[config.mk]
export PLATFORM = sky130hd
export DESIGN_NAME = fxp_divider_scaled_flat
export DESIGN_NICKNAME = d
export VERILOG_FILES = /design/src/rtl/fxp_divider_scaled_if.sv /design/src/rtl/fxp_divider_scaled.sv /design/src/flat_wrapper.sv
export SDC_FILE = /design/constraint.sdc
export NUM_CORES = 1
export LEC_CHECK = 0
export CAP_MARGIN = 25
export CORE_MARGIN = 8
export CORE_UTILIZATION = 65
export CTS_BUF_LIST = sky130_fd_sc_hd__clkbuf_4 sky130_fd_sc_hd__clkbuf_8
export DETAILED_ROUTE_END_ITERATION = 8
export PLACE_DENSITY_LB_ADDON = 0.1
export SLEW_MARGIN = 20
export SYNTH_ARGS = -nofsm -noshare
export SYNTH_HDL_FRONTEND = slang
export SYNTH_SLANG_ARGS = --single-unit
[constraint.sdc]
create_clock -name clk -period 14.4 [get_ports clk]
set_clock_uncertainty 0.2 [all_clocks]
set_input_delay 2.88 -clock clk [delete_from_list [all_inputs] [get_ports clk]]
set_output_delay 2.88 -clock clk [all_outputs]
set_load 0.02 [all_outputs]
[src/rtl/fxp_divider_scaled_if.sv]
// Operand/result bus for fxp_divider_scaled: a request channel (x, y, gain)
// and a response channel (q_o, r_o, flags), plus the busy status bit.
interface fxp_divider_scaled_if #(
  parameter int WIDTH  = 10,
  parameter int GAIN_W = 16,
  parameter int OUT_W  = 16
);
  // Handshake: a request transfers on a rising clk edge where in_valid && in_ready.
  // A response transfers on an edge where out_valid && out_ready. While out_valid
  // is high, q_o, r_o, dbz, ovf and sat stay stable. out_ready is ignored while
  // out_valid is low. in_valid is ignored while in_ready is low.
  logic              in_valid;
  logic              in_ready;
  logic [WIDTH-1:0]  x;
  logic [WIDTH-1:0]  y;
  logic [GAIN_W-1:0] gain;
  logic              out_valid;
  logic              out_ready;
  logic [OUT_W-1:0]  q_o;
  logic [WIDTH-1:0]  r_o;
  logic              busy;
  logic              dbz;
  logic              ovf;
  logic              sat;

  modport master (
    output in_valid, x, y, gain, out_ready,
    input  in_ready, out_valid, q_o, r_o, busy, dbz, ovf, sat
  );

  modport slave (
    input  in_valid, x, y, gain, out_ready,
    output in_ready, out_valid, q_o, r_o, busy, dbz, ovf, sat
  );
endinterface

[src/rtl/fxp_divider_scaled.sv]
// Fixed-point restoring divider (one quotient bit per cycle) followed by gain
// scaling and saturation to OUT_W. Optional two's complement operands.
module fxp_divider_scaled #(
  parameter int WIDTH  = 10,
  parameter int FBITS  = 4,
  parameter int GAIN_W = 16,
  parameter int OUT_W  = 16,
  parameter int SIGNED = 0
) (
  input  logic                 clk,
  input  logic                 rst_n,
  fxp_divider_scaled_if.slave  bus,
  output logic [1:0]           state_dbg
);
  localparam int ITER  = WIDTH + FBITS;
  localparam int CNT_W = $clog2(ITER + 1);
  localparam int PW    = WIDTH + GAIN_W;

  localparam logic [ITER:0] Q_ONE   = (ITER+1)'(1);
  localparam logic [ITER:0] Q_LIM_U = Q_ONE << WIDTH;
  localparam logic [ITER:0] Q_LIM_P = (Q_ONE << (WIDTH-1)) - Q_ONE;
  localparam logic [ITER:0] Q_LIM_N = Q_ONE << (WIDTH-1);

  localparam logic [PW:0] S_ONE   = (PW+1)'(1);
  localparam logic [PW:0] S_LIM_U = (S_ONE << OUT_W) - S_ONE;
  localparam logic [PW:0] S_LIM_P = (S_ONE << (OUT_W-1)) - S_ONE;
  localparam logic [PW:0] S_LIM_N = S_ONE << (OUT_W-1);

  typedef enum logic [1:0] {
    IDLE  = 2'd0,
    DIV   = 2'd1,
    SCALE = 2'd2,
    DONE  = 2'd3
  } state_t;

  state_t             state;
  logic [ITER-1:0]    quo;
  logic [WIDTH-1:0]   rem;
  logic [WIDTH-1:0]   dvs;
  logic [GAIN_W-1:0]  gain_r;
  logic               q_neg;
  logic               r_neg;
  logic [CNT_W-1:0]   cnt;

  logic               in_ready_r;
  logic               out_valid_r;
  logic               busy_r;
  logic               dbz_r;
  logic               ovf_r;
  logic               sat_r;
  logic [OUT_W-1:0]   q_r;
  logic [WIDTH-1:0]   r_r;

  assign bus.in_ready  = in_ready_r;
  assign bus.out_valid = out_valid_r;
  assign bus.busy      = busy_r;
  assign bus.dbz       = dbz_r;
  assign bus.ovf       = ovf_r;
  assign bus.sat       = sat_r;
  assign bus.q_o       = q_r;
  assign bus.r_o       = r_r;
  assign state_dbg     = state;

  // Operand magnitudes; |-2^(WIDTH-1)| still fits WIDTH bits as unsigned.
  logic             x_neg, y_neg;
  logic [WIDTH-1:0] x_abs, y_abs;

  assign x_neg = (SIGNED != 0) && bus.x[WIDTH-1];
  assign y_neg = (SIGNED != 0) && bus.y[WIDTH-1];
  assign x_abs = x_neg ? -bus.x : bus.x;
  assign y_abs = y_neg ? -bus.y : bus.y;

  // One restoring step: dividend bits leave quo at the top, quotient bits enter at the bottom.
  logic [WIDTH:0]   trial;
  logic             take;
  logic [WIDTH-1:0] rem_next;

  always_comb begin
    trial    = {rem, quo[ITER-1]};
    take     = (trial >= {1'b0, dvs});
    rem_next = take ? WIDTH'(trial - {1'b0, dvs}) : trial[WIDTH-1:0];
  end

  logic [ITER:0]    q_ext;
  logic             ovf_c;
  logic [PW-1:0]    prod;
  logic [PW:0]      s_ext;
  logic [PW:0]      s_lim;
  logic             sat_c;
  logic [OUT_W-1:0] mag;
  logic [OUT_W-1:0] q_c;
  logic [WIDTH-1:0] r_c;

  always_comb begin
    q_ext = {1'b0, quo};
    if (SIGNED == 0) ovf_c = (q_ext >= Q_LIM_U);
    else             ovf_c = q_neg ? (q_ext > Q_LIM_N) : (q_ext > Q_LIM_P);

    prod  = PW'(quo[WIDTH-1:0]) * PW'(gain_r);
    s_ext = {1'b0, prod >> FBITS};
    if (SIGNED == 0) s_lim = S_LIM_U;
    else             s_lim = q_neg ? S_LIM_N : S_LIM_P;
    sat_c = (s_ext > s_lim);

    // Clamp on magnitude first, then apply the sign.
    mag = sat_c ? OUT_W'(s_lim) : OUT_W'(s_ext);
    q_c = q_neg ? -mag : mag;
    r_c = r_neg ? -rem : rem;
  end

  always_ff @(posedge clk or negedge rst_n) begin
    if (!rst_n) begin
      state       <= IDLE;
      quo         <= '0;
      rem         <= '0;
      dvs         <= '0;
      gain_r      <= '0;
      q_neg       <= 1'b0;
      r_neg       <= 1'b0;
      cnt         <= '0;
      in_ready_r  <= 1'b1;
      out_valid_r <= 1'b0;
      busy_r      <= 1'b0;
      dbz_r       <= 1'b0;
      ovf_r       <= 1'b0;
      sat_r       <= 1'b0;
      q_r         <= '0;
      r_r         <= '0;
    end else begin
      case (state)
        IDLE: begin
          if (bus.in_valid && in_ready_r) begin
            quo        <= ITER'(x_abs) << FBITS;
            rem        <= '0;
            dvs        <= y_abs;
            gain_r     <= bus.gain;
            q_neg      <= x_neg ^ y_neg;
            r_neg      <= x_neg;
            cnt        <= '0;
            in_ready_r <= 1'b0;
            dbz_r      <= 1'b0;
            ovf_r      <= 1'b0;
            sat_r      <= 1'b0;
            if (bus.y == '0) begin
              dbz_r <= 1'b1;
              q_r   <= '0;
              r_r   <= '0;
              state <= DONE;
            end else begin
              busy_r <= 1'b1;
              state  <= DIV;
            end
          end
        end
        DIV: begin
          quo <= {quo[ITER-2:0], take};
          rem <= rem_next;
          cnt <= cnt + 1'b1;
          if (cnt == CNT_W'(ITER-1)) state <= SCALE;
        end
        SCALE: begin
          busy_r      <= 1'b0;
          out_valid_r <= 1'b1;
          state       <= DONE;
          if (ovf_c) begin
            ovf_r <= 1'b1;
            q_r   <= '0;
            r_r   <= '0;
          end else begin
            sat_r <= sat_c;
            q_r   <= q_c;
            r_r   <= r_c;
          end
        end
        DONE: begin
          // The divide-by-zero path arrives with out_valid low and raises it one cycle later.
          if (!out_valid_r) begin
            out_valid_r <= 1'b1;
          end else if (bus.out_ready) begin
            out_valid_r <= 1'b0;
            in_ready_r  <= 1'b1;
            state       <= IDLE;
          end
        end
        default: state <= IDLE;
      endcase
    end
  end
endmodule

[src/flat_wrapper.sv]
// flat-port wrapper written by rule: the top's interface ports become plain ports
module fxp_divider_scaled_flat 
#(
  parameter int WIDTH  = 10,
  parameter int FBITS  = 4,
  parameter int GAIN_W = 16,
  parameter int OUT_W  = 16,
  parameter int SIGNED = 0
)
  (clk, rst_n, state_dbg, bus_in_valid, bus_x, bus_y, bus_gain, bus_out_ready, bus_in_ready, bus_out_valid, bus_q_o, bus_r_o, bus_busy, bus_dbz, bus_ovf, bus_sat);
  fxp_divider_scaled_if #(.WIDTH(WIDTH), .GAIN_W(GAIN_W), .OUT_W(OUT_W)) bus_i ();
  input  logic clk;
  input  logic rst_n;
  output logic [1:0] state_dbg;
  input wire logic [$bits(bus_i.in_valid)-1:0] bus_in_valid;
  input wire logic [$bits(bus_i.x)-1:0] bus_x;
  input wire logic [$bits(bus_i.y)-1:0] bus_y;
  input wire logic [$bits(bus_i.gain)-1:0] bus_gain;
  input wire logic [$bits(bus_i.out_ready)-1:0] bus_out_ready;
  output wire logic [$bits(bus_i.in_ready)-1:0] bus_in_ready;
  output wire logic [$bits(bus_i.out_valid)-1:0] bus_out_valid;
  output wire logic [$bits(bus_i.q_o)-1:0] bus_q_o;
  output wire logic [$bits(bus_i.r_o)-1:0] bus_r_o;
  output wire logic [$bits(bus_i.busy)-1:0] bus_busy;
  output wire logic [$bits(bus_i.dbz)-1:0] bus_dbz;
  output wire logic [$bits(bus_i.ovf)-1:0] bus_ovf;
  output wire logic [$bits(bus_i.sat)-1:0] bus_sat;
  assign bus_i.in_valid = bus_in_valid;
  assign bus_i.x = bus_x;
  assign bus_i.y = bus_y;
  assign bus_i.gain = bus_gain;
  assign bus_i.out_ready = bus_out_ready;
  assign bus_in_ready = bus_i.in_ready;
  assign bus_out_valid = bus_i.out_valid;
  assign bus_q_o = bus_i.q_o;
  assign bus_r_o = bus_i.r_o;
  assign bus_busy = bus_i.busy;
  assign bus_dbz = bus_i.dbz;
  assign bus_ovf = bus_i.ovf;
  assign bus_sat = bus_i.sat;
  fxp_divider_scaled #(.WIDTH(WIDTH), .FBITS(FBITS), .GAIN_W(GAIN_W), .OUT_W(OUT_W), .SIGNED(SIGNED)) u_core (.clk(clk), .rst_n(rst_n), .bus(bus_i), .state_dbg(state_dbg));
endmodule
==> flow_metrics.env <==
export IMPL_die_x_microns=138
export IMPL_post_cts_resized=0
export IMPL_critical_path_class="reg -> reg"
export IMPL_post_cts_buffers=0
export IMPL_clock_latency_ns=0.38
export IMPL_slew_violations=0
export IMPL_clk_pin_slew_ns=0.09
export IMPL_cts_root_buf="clkbuf_8"
export IMPL_synth_cell_types=70
export IMPL_drt_initial_drc_count=416
export IMPL_die_area_sq_um=18900
export IMPL_ir_drop_mv=0.0493
export IMPL_via_per_inst=5.97
export IMPL_yosysWarnings=0
export IMPL_finalNetCount=1293
export IMPL_async_flop_share=1.00
export IMPL_setup_violations=0
export IMPL_synth_seq_area_share=0.229
export IMPL_grt_total_usage=0.259
export IMPL_wire_per_inst_microns=17.9
export IMPL_hold_path_class="reg -> reg"
export IMPL_row_count=44
export IMPL_combPwrFrac=0.039
export IMPL_fillCellCount=1124
export IMPL_internal_power_mw=0.345
export IMPL_endpoint_kind="flop"
export IMPL_die_height_microns=138
export IMPL_hpwl_microns=17500
export IMPL_diodes=0
export IMPL_cp_start_kind="flop"
export IMPL_min_period_ns=6.78
export IMPL_port_buffers=73
export IMPL_max_clock_freq_mhz=147
export IMPL_gp_congestion=0.909
export IMPL_grt_max_degree=68
export IMPL_synth_area_sq_um=9600
export IMPL_worstMarginPinSlew_ns=0.984
export IMPL_syn_nets=1258
export IMPL_p_leak_nw=5.17
export IMPL_syn_inst=1033
export IMPL_path_max_fanout=18
export IMPL_ios=74
export IMPL_max_cap_violations=0
export IMPL_cts_made_buffers=9
export IMPL_hold_viol=0
export IMPL_powerDensity_nw_per_um2=42.4
export IMPL_area_growth_pct=10.4
export IMPL_drive_gt1_frac=0.0699
export IMPL_clkPwrFrac=0.412
export IMPL_rsz0062_at_grt="no"
export IMPL_clock_sinks=88
export IMPL_dp_slack_ns=7.73
export IMPL_synth_top_flop_cell="dfrtp_1"
export IMPL_outcome="complete, no violations"
export IMPL_synth_seq_cells=88
export IMPL_gr_total_overflow=0
export IMPL_seqPwrFrac=0.549
export IMPL_num_vias=7508
export IMPL_antenna_found_initial=0
export IMPL_htreeDepth=3
export IMPL_routed_wl_microns=22500
export IMPL_crit_arrival_ns=6.82
export IMPL_post_route_period_util=0.471
export IMPL_final_cell_mix="152 x nand2_1, 136 x inv_1, 110 x fa_1"
export IMPL_crit_required_ns=14.43
export IMPL_swShare=0.232
export IMPL_tns_ns=0
export IMPL_ant_nets=0
export IMPL_cts_tree="yes"
export IMPL_synth_edff_count=0
export IMPL_grt_pass1_wl_microns=38900
export IMPL_start_util=0.663
export IMPL_layout_commonest_cell="nand2_1"
export IMPL_coreArea_sq_um=14500
export IMPL_max_slew_margin_rel=0.335
export IMPL_route_detailed_drc=0
export IMPL_avgSynthCellArea_sq_um=9.29
export IMPL_fin_ws_ns=7.62
export IMPL_cts_buffer_depth=2
export IMPL_switchingPower_mw=0.104
export IMPL_grt_pass1_vias=8111
export IMPL_cts_hold_buf=0
export IMPL_dr_pass1_iters=5
==> power by group through the flow <==
stage | combinational, mW | sequential, mW | clock (mW)
3_3_place_gp | 0.0176 | 0.252 | 0
4_1_cts | 0.0179 | 0.247 | 0.188
2_1_floorplan | 0.00105 | 0.252 | 0
3_5_place_dp | 0.0178 | 0.252 | 0
6_report | 0.0174 | 0.247 | 0.185
5_1_grt | 0.0196 | 0.247 | 0.198
==> final timing paths <==
kind / from / end / slack (ns) / cells past startpoint
setup / recovery: u_core.quo[8] / u_core.bus.q_o[0] / 7.62 / 18
hold / removal: u_core.bus.r_o[0] / u_core.bus.r_o[0] / 0.28 / 2
setup reg to reg: u_core.quo[8] / u_core.bus.q_o[0] / 7.62 / 18
hold reg to reg: u_core.bus.r_o[0] / u_core.bus.r_o[0] / 0.28 / 2
max in group asynchronous: rst_n / u_core.quo[4] / 10.68 / 2
min in group asynchronous: rst_n / u_core.bus.r_o[8] / 2.16 / 1
==> critical path, cell delays in order (launching register included) <==
cell and delay [ns]:
dfrtp_1 0.74, and2_1 0.25, fa_1 0.46, fa_1 0.53, fa_1 0.53, fa_1 0.56
inv_1 0.06, fa_1 0.53, inv_1 0.04, ha_1 0.37, nand2_1 0.15, nor3_1 0.28
nand4_1 0.13, a2111oi_0 0.52, nor2_1 0.11, xnor2_1 0.19, a2111oi_4 0.55, buf_4 0.31
a41oi_1 0.13
==> through the flow <==
step | hold WS [ns] | power [mW] | util | cells | area [sq um]
after CTS | 0.283 | 0.453 | 0.732 | 1257 | 10600
final | 0.279 | 0.449 | 0.732 | 1257 | 10600
after global placement | 0.249 | 0.269 | 0.717 | 1240 | 10400
after detailed placement | 0.258 | 0.270 | 0.718 | 1241 | 10400
after floorplan | 0.272 | 0.253 | - | 1033 | 9600
after global routing | 0.311 | 0.464 | 0.732 | 1257 | 10600
==> cell type report <==
class	count	area (sq um)	area share
inverters	137	514	0.0485
clock buffers	11	145	0.0137
well taps	184	230	0.0217
multi-input cells	751	6660	0.628
flip-flops and latches	88	2200	0.208
clock inverters	5	62.6	0.00590
repair buffers	81	788	0.0743
==> logic make-up after synthesis <==
group | count (synthesis) | share of synthesized area
AOI/OAI and AO/OA | 166 | 0.127
and+or+nand+nor | 337 | 0.172
xor gates and xnor gates | 23 | 0.0210
muxes | 40 | 0.0451
buffers and inverters | 194 | 0.0781
adders and majority gates | 185 | 0.327
DFF | 88 | 0.229
==> state kept, by name, summed over array words and instances, names as in the netlist <==
| name | cells |
|---|---|
| u_core.gain_r | 16 |
| u_core.quo | 14 |
| u_core.bus.busy | 1 |
| u_core.bus.out_valid | 1 |
| u_core.bus.sat | 1 |
| u_core.rem | 10 |
| u_core.dvs | 10 |
| u_core.bus.r_o | 10 |
| u_core.state_dbg | 2 |
| u_core.cnt | 4 |
| u_core.bus.in_ready | 1 |
| u_core.bus.ovf | 1 |
| u_core.bus.q_o | 16 |
| u_core.bus.dbz | 1 |
==> cell usage after synthesis, types with 2 or more instances <==
| master | instances | share of area |
|---|---|---|
| clkbuf_1 | 46 | 0.018 |
| and2_1 | 88 | 0.057 |
| a22o_1 | 3 | 0.0027 |
| nor2b_1 | 3 | 0.0020 |
| mux2_2 | 26 | 0.030 |
| a311o_1 | 5 | 0.0052 |
| a21o_1 | 7 | 0.0055 |
| o221ai_1 | 2 | 0.0018 |
| a2111oi_4 | 2 | 0.0057 |
| nand4_1 | 15 | 0.0098 |
| dfrtp_1 | 87 | 0.23 |
| a22oi_1 | 2 | 0.0016 |
| o211ai_1 | 7 | 0.0055 |
| a31oi_1 | 5 | 0.0033 |
| o31ai_1 | 6 | 0.0047 |
| or3_1 | 3 | 0.0020 |
| nand2_1 | 152 | 0.059 |
| nor2_1 | 28 | 0.011 |
| a211oi_1 | 10 | 0.0078 |
| xor2_1 | 9 | 0.0082 |
| a41oi_2 | 8 | 0.014 |
| o21ai_0 | 49 | 0.026 |
| xnor2_1 | 14 | 0.013 |
| nand2b_1 | 3 | 0.0020 |
| o22ai_1 | 2 | 0.0013 |
| fa_1 | 110 | 0.23 |
| nor3_1 | 10 | 0.0052 |
| o21a_1 | 2 | 0.0016 |
| a41oi_1 | 9 | 0.0082 |
| nor3b_1 | 3 | 0.0023 |
| mux2i_1 | 14 | 0.015 |
| ha_1 | 75 | 0.098 |
| a21boi_0 | 3 | 0.0023 |
| nor4_1 | 4 | 0.0026 |
| a21oi_1 | 28 | 0.015 |
| inv_1 | 136 | 0.053 |
| buf_2 | 8 | 0.0042 |
| nand3_1 | 17 | 0.0089 |
==> routing by layer <==
metal / part of all wire / global-route usage / up-vias
met2: 0.52 / 0.446 / 182
met3: 0.042 / 0.0405 / 52
li1: - / - / 3464
met1: 0.40 / 0.315 / 3810
met4: 0.038 / 0.115 / 0
met5: 0 / 0 / -
(Power assumes the default switching activity.)
